[config.mk]
export PLATFORM = sky130hd
export DESIGN_NAME = mem_stage
export DESIGN_NICKNAME = d
export VERILOG_FILES = /design/src/rtl/mem_stage_pkg.sv /design/src/rtl/mem_align.sv /design/src/rtl/mem_stage.sv
export SDC_FILE = /design/constraint.sdc
export NUM_CORES = 1
export LEC_CHECK = 0
export BUFFER_PORTS_ARGS = -buffer_cell sky130_fd_sc_hd__buf_2
export CAP_MARGIN = 20
export CORE_MARGIN = 2
export CORE_UTILIZATION = 49
export CTS_CLUSTER_DIAMETER = 60
export DETAILED_ROUTE_END_ITERATION = 16
export PLACE_DENSITY = 0.89
export SYNTH_ARGS = -nofsm -noshare
export SYNTH_HDL_FRONTEND = slang
export SYNTH_SLANG_ARGS = --single-unit
[constraint.sdc]
create_clock -name clk -period 6.52 [get_ports clk]
set_input_delay 0.652 -clock clk [delete_from_list [all_inputs] [get_ports clk]]
set_output_delay 0.652 -clock clk [all_outputs]
set_load 0.03 [all_outputs]
[src/rtl/mem_stage_pkg.sv]
// mem_stage_pkg -- shared definitions for the MEM pipeline stage.
//   Bus command encodings, access-size encodings, mem_ctrl bit positions
//   and the FSM state type. Legacy sys_defs-style macros are provided as
//   well for code that still uses the back-ticked names.
// Optional build macro consumed by mem_stage: MEM_MISALIGN_CHK_EN.

`ifndef BUS_NONE
`define BUS_NONE  2'b00
`define BUS_LOAD  2'b01
`define BUS_STORE 2'b10
`endif

`ifndef MEM_B
`define MEM_B 2'b00
`define MEM_H 2'b01
`define MEM_W 2'b10
`endif

package mem_stage_pkg;

    // Bus commands
    localparam logic [1:0] BUS_NONE  = 2'b00;
    localparam logic [1:0] BUS_LOAD  = 2'b01;
    localparam logic [1:0] BUS_STORE = 2'b10;

    // Access sizes (mem_ctrl[1:0])
    localparam logic [1:0] MEM_B = 2'b00;
    localparam logic [1:0] MEM_H = 2'b01;
    localparam logic [1:0] MEM_W = 2'b10;

    // mem_ctrl bit positions
    localparam int CTRL_RD  = 4;
    localparam int CTRL_WR  = 3;
    localparam int CTRL_UNS = 2;

    typedef enum logic [1:0] {
        ST_IDLE   = 2'b00,
        ST_ACCESS = 2'b01,
        ST_DONE   = 2'b10
    } mem_state_t;

endpackage

[src/rtl/mem_align.sv]
// mem_align -- purely combinational lane logic for the MEM stage.
//   Store side: replicates store data into byte lanes and builds byte
//   enables. Load side: extracts the addressed byte/half from the bus word
//   and sign- or zero-extends it.
// Ports:
//   st_addr_lo  in  2   low address bits of the store/request
//   st_size     in  2   access size of the request
//   st_din      in  32  store data, right-justified
//   st_data     out 32  lane-replicated store data
//   st_be       out 4   byte enables
//   ld_addr_lo  in  2   low address bits of the load being completed
//   ld_size     in  2   access size of the load being completed
//   ld_uns      in  1   zero-extend when set
//   ld_word     in  32  word returned by memory
//   ld_data     out 32  formatted load result
// Sizes outside B/H are treated as a full word.

module mem_align
    import mem_stage_pkg::*;
(
    input  logic [1:0]  st_addr_lo,
    input  logic [1:0]  st_size,
    input  logic [31:0] st_din,
    output logic [31:0] st_data,
    output logic [3:0]  st_be,
    input  logic [1:0]  ld_addr_lo,
    input  logic [1:0]  ld_size,
    input  logic        ld_uns,
    input  logic [31:0] ld_word,
    output logic [31:0] ld_data
);

    logic [7:0]  ld_byte;
    logic [15:0] ld_half;

    always_comb begin
        st_data = st_din;
        st_be   = 4'b1111;
        case (st_size)
            MEM_B: begin
                st_data = {4{st_din[7:0]}};
                st_be   = 4'b0001 << st_addr_lo;
            end
            // addr[0] is dropped: halves always land on an aligned lane pair
            MEM_H: begin
                st_data = {2{st_din[15:0]}};
                st_be   = 4'b0011 << {st_addr_lo[1], 1'b0};
            end
            default: ;
        endcase
    end

    always_comb begin
        ld_byte = ld_word[{ld_addr_lo, 3'b000} +: 8];
        ld_half = ld_addr_lo[1] ? ld_word[31:16] : ld_word[15:0];
        case (ld_size)
            MEM_B:   ld_data = {{24{~ld_uns & ld_byte[7]}}, ld_byte};
            MEM_H:   ld_data = {{16{~ld_uns & ld_half[15]}}, ld_half};
            default: ld_data = ld_word;
        endcase
    end

endmodule

[src/rtl/mem_stage.sv]
// mem_stage -- MEM pipeline stage with a single-outstanding request/ack bus.
//   Non-memory ops pass the ALU result straight through. Loads/stores are
//   issued combinationally from IDLE; if memory does not ack in that cycle
//   the request is held in registered copies (ACCESS) and the pipeline is
//   stalled until ack or until TIMEOUT_CYCLES elapse (DONE, MEM_err pulse).
// Ports:
//   clk, rst (sync, active-high)
//   EX_MEM_alu_res/mem_din/vld/mem_ctrl   EX/MEM register contents
//   mem2proc_ack/data                      memory response
//   proc2mem_cmd/addr/data/be              memory request
//   MEM_data/MEM_vld                       stage result
//   MEM_stall                              freeze upstream stages
//   MEM_err                                one-cycle error pulse
// Build option: define MEM_MISALIGN_CHK_EN to reject misaligned H/W
//   accesses with an immediate MEM_err instead of truncating the address.

module mem_stage
    import mem_stage_pkg::*;
#(
    parameter int TIMEOUT_CYCLES = 64,
    parameter int CNT_W          = 7
) (
    input  logic        clk,
    input  logic        rst,
    input  logic [31:0] EX_MEM_alu_res,
    input  logic [31:0] EX_MEM_mem_din,
    input  logic        EX_MEM_vld,
    input  logic [4:0]  EX_MEM_mem_ctrl,
    input  logic        mem2proc_ack,
    input  logic [31:0] mem2proc_data,
    output logic [1:0]  proc2mem_cmd,
    output logic [31:0] proc2mem_addr,
    output logic [31:0] proc2mem_data,
    output logic [3:0]  proc2mem_be,
    output logic [31:0] MEM_data,
    output logic        MEM_vld,
    output logic        MEM_stall,
    output logic        MEM_err
);

    mem_state_t state, state_nxt;
    logic [CNT_W-1:0] cnt, cnt_nxt;

    logic rd, wr, is_mem, req, mis;
    assign rd     = EX_MEM_mem_ctrl[CTRL_RD];
    assign wr     = EX_MEM_mem_ctrl[CTRL_WR];
    assign is_mem = EX_MEM_vld & (rd ^ wr);

`ifdef MEM_MISALIGN_CHK_EN
    assign mis = is_mem &
                 (((EX_MEM_mem_ctrl[1:0] == MEM_H) & EX_MEM_alu_res[0]) |
                  ((EX_MEM_mem_ctrl[1:0] == MEM_W) & (EX_MEM_alu_res[1:0] != 2'b00)));
`else
    assign mis = 1'b0;
`endif

    assign req = is_mem & ~mis;

    // Request held across ACCESS (data path, not reset)
    logic [1:0]  cmd_p1;
    logic [31:0] addr_p1, data_p1;
    logic [3:0]  be_p1;
    logic [1:0]  lo_p1, size_p1;
    logic        uns_p1;
    logic        capture;

    logic [31:0] st_data, ld_data;
    logic [3:0]  st_be;
    logic        in_access;
    assign in_access = (state == ST_ACCESS);

    mem_align u_align (
        .st_addr_lo (EX_MEM_alu_res[1:0]),
        .st_size    (EX_MEM_mem_ctrl[1:0]),
        .st_din     (EX_MEM_mem_din),
        .st_data    (st_data),
        .st_be      (st_be),
        .ld_addr_lo (in_access ? lo_p1   : EX_MEM_alu_res[1:0]),
        .ld_size    (in_access ? size_p1 : EX_MEM_mem_ctrl[1:0]),
        .ld_uns     (in_access ? uns_p1  : EX_MEM_mem_ctrl[CTRL_UNS]),
        .ld_word    (mem2proc_data),
        .ld_data    (ld_data)
    );

    logic [1:0] cmd_c;
    logic [3:0] be_c;
    logic       vld_c, stall_c, err_c;

    always_comb begin
        state_nxt     = state;
        cnt_nxt       = cnt;
        capture       = 1'b0;
        cmd_c         = BUS_NONE;
        be_c          = 4'b0000;
        proc2mem_addr = {EX_MEM_alu_res[31:2], 2'b00};
        proc2mem_data = st_data;
        MEM_data      = EX_MEM_alu_res;
        vld_c         = 1'b0;
        stall_c       = 1'b0;
        err_c         = 1'b0;
        case (state)
            ST_IDLE: begin
                if (mis) begin
                    err_c = 1'b1;
                end else if (req) begin
                    cmd_c = rd ? BUS_LOAD : BUS_STORE;
                    be_c  = st_be;
                    if (mem2proc_ack) begin
                        vld_c    = 1'b1;
                        MEM_data = rd ? ld_data : 32'd0;
                    end else begin
                        stall_c   = 1'b1;
                        capture   = 1'b1;
                        state_nxt = ST_ACCESS;
                        cnt_nxt   = CNT_W'(1);
                    end
                end else if (!rd && !wr) begin
                    vld_c = EX_MEM_vld;
                end
            end
            ST_ACCESS: begin
                cmd_c         = cmd_p1;
                be_c          = be_p1;
                proc2mem_addr = addr_p1;
                proc2mem_data = data_p1;
                if (mem2proc_ack) begin
                    vld_c     = 1'b1;
                    MEM_data  = (cmd_p1 == BUS_LOAD) ? ld_data : 32'd0;
                    state_nxt = ST_IDLE;
                    cnt_nxt   = '0;
                end else begin
                    stall_c = 1'b1;
                    if (cnt == CNT_W'(TIMEOUT_CYCLES)) begin
                        state_nxt = ST_DONE;
                        cnt_nxt   = '0;
                    end else begin
                        cnt_nxt = cnt + CNT_W'(1);
                    end
                end
            end
            ST_DONE: begin
                err_c     = 1'b1;
                MEM_data  = 32'd0;
                state_nxt = ST_IDLE;
            end
            default: state_nxt = ST_IDLE;
        endcase
    end

    // Control outputs are forced quiet while reset is held; stall also
    // requires a valid instruction in EX/MEM.
    assign proc2mem_cmd = rst ? BUS_NONE : cmd_c;
    assign proc2mem_be  = rst ? 4'b0000  : be_c;
    assign MEM_vld      = vld_c & ~rst;
    assign MEM_stall    = stall_c & EX_MEM_vld & ~rst;
    assign MEM_err      = err_c & ~rst;

    // ---- stage boundary: FSM control registers ----
    always_ff @(posedge clk) begin
        if (rst) begin
            state <= ST_IDLE;
            cnt   <= '0;
        end else begin
            state <= state_nxt;
            cnt   <= cnt_nxt;
        end
    end

    // ---- stage boundary: held request copies ----
    always_ff @(posedge clk) begin
        if (capture) begin
            cmd_p1  <= cmd_c;
            addr_p1 <= {EX_MEM_alu_res[31:2], 2'b00};
            data_p1 <= st_data;
            be_p1   <= st_be;
            lo_p1   <= EX_MEM_alu_res[1:0];
            size_p1 <= EX_MEM_mem_ctrl[1:0];
            uns_p1  <= EX_MEM_mem_ctrl[CTRL_UNS];
        end
    end

endmodule

* Yosys cells after proc, flatten, opt, wreduce, memory -nomap -nowiden *
Index checks and enable logic that the tools add are counted.

operators by class
  bitwise gates (word level) = 10
  multiplexer cells = 41
  $add $sub $neg = 1
  shift-type cells = 3
  eq/ne operators = 9
  reductions and logical operators = 9

operator list
  cell                 number
  $mux 32              7
  $pmux 32 s2          2
  $pmux 32 s3          1
  $shiftx 32x6->8      1
  $mux 7               4
  $mux 2               9
  $mux 16              1
  $pmux 4 s2           2
  $pmux 7 s2           1
  $eq 2x1->1 const B   4
  $mux 1               8
  $mux 4               2
  $pmux 2 s2           2
  $add 7x1->7 const B  1
  $and 1x1->1          7
  $eq 7x7->1 const B   1
  $logic_not 2->1      3
  $reduce_and 3->1     2
  $ne 2x2->1 const B   2
  $pmux 1 s2           2
  $shl 1x2->4 const A  1
  $shl 2x2->4 const A  1
  $ne 3x2->1 const B   1
  $eq 2x2->1 const B   1
  5 further kinds      7

word-level totals
  logic and storage cells = 82
  output and inout port bits = 105
  bits in registers = 82

* Depth between registers and ports, before layout *
  word-level depth = 9
  depth in mapped cells = 10
  gate-level depth less buffers = 8

* Modules after synthesis *
Synthesis repeated with hierarchy kept, for this count alone.

second synthesis, totals
  cells, all modules = 619
  area, all modules = 5,320.1 um^2

modules (own cells, without submodules)
  module     cells an instance  instances  area each (um^2)
  mem_stage  430                1          4,145.2
  mem_align  189                1          1,174.9

* Least setup slack after synthesis *
No wires, ideal clock.

  kind = input to register
  start = input port EX_MEM_mem_ctrl[4]
  end = register cnt[5]
  buffers on the path = 0
  library setup time = 132 ps
  stages on the path = 7
  path slack = 1,320 ps
  required time = 6,388 ps
  arrival = 5,067 ps
  cell sequence = inv_1 -> ha_1 -> nand4bb_1 -> nor2_1 -> nor2_1 -> o21ai_0 -> a21oi_1

on the way
  longest elaborated chain between the ends = 4

RTL lines
  what                        RTL line          text
  start: declaration          mem_stage.sv:28   input logic [4:0] EX_MEM_mem_ctrl,
  $xor 1x1->1                 mem_stage.sv:47   assign is_mem = EX_MEM_vld & (rd ^ wr);
  $and 1x1->1                 mem_stage.sv:47
  $ne 2x2->1 (no line)        --
  $reduce_and 3->1 (no line)  --
  end signal: assignment      mem_stage.sv:165  cnt <= cnt_nxt;
  end: declaration            mem_stage.sv:42   logic [CNT_W-1:0] cnt, cnt_nxt;

No other way between the ends.
A chain may end at the register's enable or synchronous reset.

* Final worst setup path *
  start = register state[0]
  end = output port MEM_data[15]

on the way
  longest elaborated chain between the ends = 9
  elaborated cells between the ends (all ways) = 19
  classes of those cells = eq/ne: 3; shift: 1; mux: 11; bitwise: 2; reduce/logical: 2

RTL lines
  what                                                 RTL line                           text
  start: declaration                                   mem_stage.sv:41                    mem_state_t state, state_nxt;
  start signal: assignment                             mem_stage.sv:164                   state <= state_nxt;
  $eq 2x1->1                                           mem_stage.sv:70, mem_stage.sv:101
  $mux 2 / $mux 1 (equally long branches)              mem_stage.sv:78, mem_stage.sv:80
  $shiftx 32x6->8 / $not 1->1 (equally long branches)  mem_align.sv:54, mem_align.sv:57
  $and 1x1->1                                          mem_align.sv:57                    MEM_B: ld_data = {{24{~ld_uns & ld_byte[7]}}, ld_byte};
  $pmux 32 s2                                          mem_align.sv:56                    case (ld_size)
  $mux 32                                              mem_stage.sv:110                   MEM_data = rd ? ld_data : 32'd0;
  $mux 32                                              mem_stage.sv:108                   if (mem2proc_ack) begin
  $mux 32                                              mem_stage.sv:105                   end else if (req) begin
  $pmux 32 s3 (*)                                      mem_stage.sv:101                   case (state)
  end: declaration                                     mem_stage.sv:35                    output logic [31:0] MEM_data,

Every way passes the cells marked *; elsewhere a longest branch is shown, timed or not.

==> results.cfg <==
[power]
peakVddDrop_v = 0.000158
internal_power_mw = 0.975
power_leakage_nw = 2.92
p_per_area_nw_per_um2 = 224
pwr-share-seq_pct = 41.8
switching_share_pct = 32.2
p_switching_mw = 0.463
p_clk_share_pct = 30.7
pwr-share-comb_pct = 27.5

[setup_path]
critPathArrivalTime_ps = 4000
crit_start = state[0]
end_kind = output port
cp_data_required_time_ps = 5870
worstRegToRegCells = 3
worstSetupPathType = flop to output port
reg2reg_from = state[1]
worstSetupStartpointType = flop
critPathMaxFanout = 60

[logic_synthesis]
synth_warnings = 0
synthCells = 566
ys_types = 48
yosysSeqAreaShare_pct = 46.5
ys_seq_elements = 82
syn_area_sq_um = 5100
syn_avg_cell_area_sq_um = 9.01

[worst_hold_path]
holdPathStages = 2
hold_start = cnt[5]
min_path_type = flop to flop

[status]
outcome = finished clean

[finish]
layout-drive-gt1-share_pct = 37.5
fill_cells = 879
layoutNonFillerInstCount = 895
layout.nets = 862
area_delta_synth_final_pct = 26.1
insertedDiodeCount = 0

[clock_tree]
cts_buffers = 9
h-tree-depth = 3
tritoncts = done
cts_max_path_buffers = 2
post_cts_buffers = 0
cts-root-buf = clkbuf_8
ctsResizeCount = 0
clkSinkCount = 82
ctsHoldBuffers = 0
clk_pin_slew_ps = 80
clk_latency_ps = 340

[grt]
grt-ovfl-total = 0
grt_max_degree = 71
grt_pass1_wl_mm = 22.9
antenna_found_initial = 0
grt_pass1_vias = 4595
grt.total_usage_pct = 25.6

[sta]
rsz0062_at_grt = no
hold_violations = 0
fin_crit_sh_pct = 71.4
clock.fmax_mhz = 215
tightestPinTransition_ps = 1020
fin_setup_tns_ps = 0
layout_setup_ws_ps = 1870
slew_viol_final = 0
finClkSkew_ps = 15.5
max_slew_margin_pct = 30.3
min_period_ps = 4650
setup_violations = 0

[die]
io_pins = 210
initial_core_util_pct = 49.8
core-area_sq_um = 10200
rows = 37
die_y_um = 106
die_area_sq_um = 11200
die_w_um = 106

[place]
dp_cells = 879
pre_cts_ws_ps = 2310
place.gp.congestion = 0.885
portBuffers = 207
post-dp-hpwl_mm = 10.9

[route]
drt-total-wl_mm = 15.1
wl_per_cell_um = 16.8
vias_per_cell = 5.54
drc = 0
vias = 4961
ant_nets = 0
firstDrtPassIters = 4
drt_iter0_markers = 476

[job]
drv_cap = 0
[worst max-delay path, stage by stage (launching register included)]
cell and delay (ps):
dfxtp_1 510, nor2b_4 200, buf_4 520, mux2i_1 800, o311ai_2 270, nor4_2 750, o221ai_1 280, nand2_1 110
buf_2 190
[cells in the mapped netlist, drive strengths merged]
library cell / n / share of area (%)
nand2: 185 / 14
edfxtp: 73 / 43
nor2: 55 / 4.0
o21ai: 52 / 5.8
mux2: 34 / 7.6
mux2i: 24 / 5.2
clkbuf: 22 / 1.6
buf: 15 / 1.9
a21oi: 14 / 1.4
dfxtp: 9 / 3.5
inv: 8 / 0.59
o221ai: 8 / 1.4
or3: 8 / 0.98
nand3: 5 / 0.49
a22oi: 4 / 0.59
and3: 4 / 0.49
nor2b: 4 / 0.64
o21bai: 4 / 0.59
a32oi: 3 / 0.52
ha: 3 / 0.74
nand2b: 3 / 0.37
nand3b: 3 / 0.44
nor3b: 3 / 0.44
nor4: 3 / 0.49
a211oi: 2 / 0.64
nand4b: 2 / 0.34
nor4b: 2 / 0.34
o21a: 2 / 0.29
o32ai: 2 / 0.34
or2: 2 / 0.25
a2111oi: 1 / 0.17
a31oi: 1 / 0.12
and2: 1 / 0.12
conb: 1 / 0.074
nand4bb: 1 / 0.22
nor3: 1 / 0.098
o21ba: 1 / 0.20
o311ai: 1 / 0.32
[area by class of cell]
class / count / area, sq um / share of cell area, %
Multi-Input combinational cell: 440 / 2540 / 39.5
Sequential cell: 82 / 2370 / 36.9
Timing Repair Buffer: 213 / 1080 / 16.8
Tap cell: 136 / 170 / 2.65
Clock buffer: 11 / 131 / 2.04
Clock inverter: 5 / 104 / 1.62
Inverter: 8 / 30.0 / 0.467
[stage by stage]
step	utilization [%]	area (sq um)	hold slack (ps)	total power, mW
final	62.8	6430	506	1.44
after global routing	62.8	6430	487	1.49
after CTS	62.8	6430	490	1.44
after detailed placement	60.5	6190	498	1.01
after global placement	60.5	6190	484	1.00
after floorplan	-	5100	458	0.877
[cell usage in the layout, fill, tap and decap left out, types with 3 or more instances in the layout]
cell	instances
a22oi_1	4
nor3b_1	3
a21oi_1	14
dfxtp_1	9
o21ai_0	41
nor2_1	54
o21bai_1	4
edfxtp_1	73
and3_1	4
nand3b_1	3
nor2b_1	3
ha_1	3
clkbuf_8	9
nand3_1	5
or3_1	8
bufinv_16	3
a32oi_1	3
buf_4	6
mux2_2	33
buf_2	207
inv_1	8
mux2i_1	22
o21ai_2	11
o221ai_1	8
nand2_1	185
[power by group through the flow]
stage	combinational (mW)	sequential, mW	clock (mW)
after global routing	0.423	0.603	0.468
after CTS	0.395	0.601	0.449
after global placement	0.390	0.612	0
final	0.396	0.601	0.441
after detailed placement	0.394	0.613	0
after floorplan	0.264	0.613	0
[metal layers]
metal | vias to the layer above | wire, um | global-route usage (%) | part of all wire [%]
li1 | 2354 | - | - | -
met1 | 2318 | 5980 | 30.5 | 40
met2 | 253 | 7370 | 44.9 | 49
met3 | 36 | 1300 | 5.82 | 8.6
met4 | 0 | 413 | 9.96 | 2.7
met5 | - | 0 | 0 | 0
[logic make-up (layout without fill, tap and decap cells)]
| group | after synthesis | in the layout | share of synthesized area [%] |
|---|---|---|---|
| simple gates | 282 | 282 | 23.4 |
| mux | 58 | 58 | 12.8 |
| other cells | 1 | 2 | 0.0735 |
| buf+inv | 45 | 237 | 4.15 |
| fa+ha+maj | 3 | 3 | 0.736 |
| flops | 82 | 82 | 46.5 |
| compound gates | 95 | 95 | 12.4 |
[worst paths after layout]
check,slack [ps],endpoint
setup / recovery,1870,MEM_data[15]
hold / removal,510,cnt[5]
setup reg to reg,3930,addr_p1[18]
hold reg to reg,510,cnt[5]
[flip-flops by register name, summed over array words and instances, names as in the netlist]
name / flops
data_p1: 32
addr_p1: 30
cnt: 7
be_p1: 4
cmd_p1: 2
lo_p1: 2
size_p1: 2
state: 2
uns_p1: 1
Power figures use the tool's default switching activity.
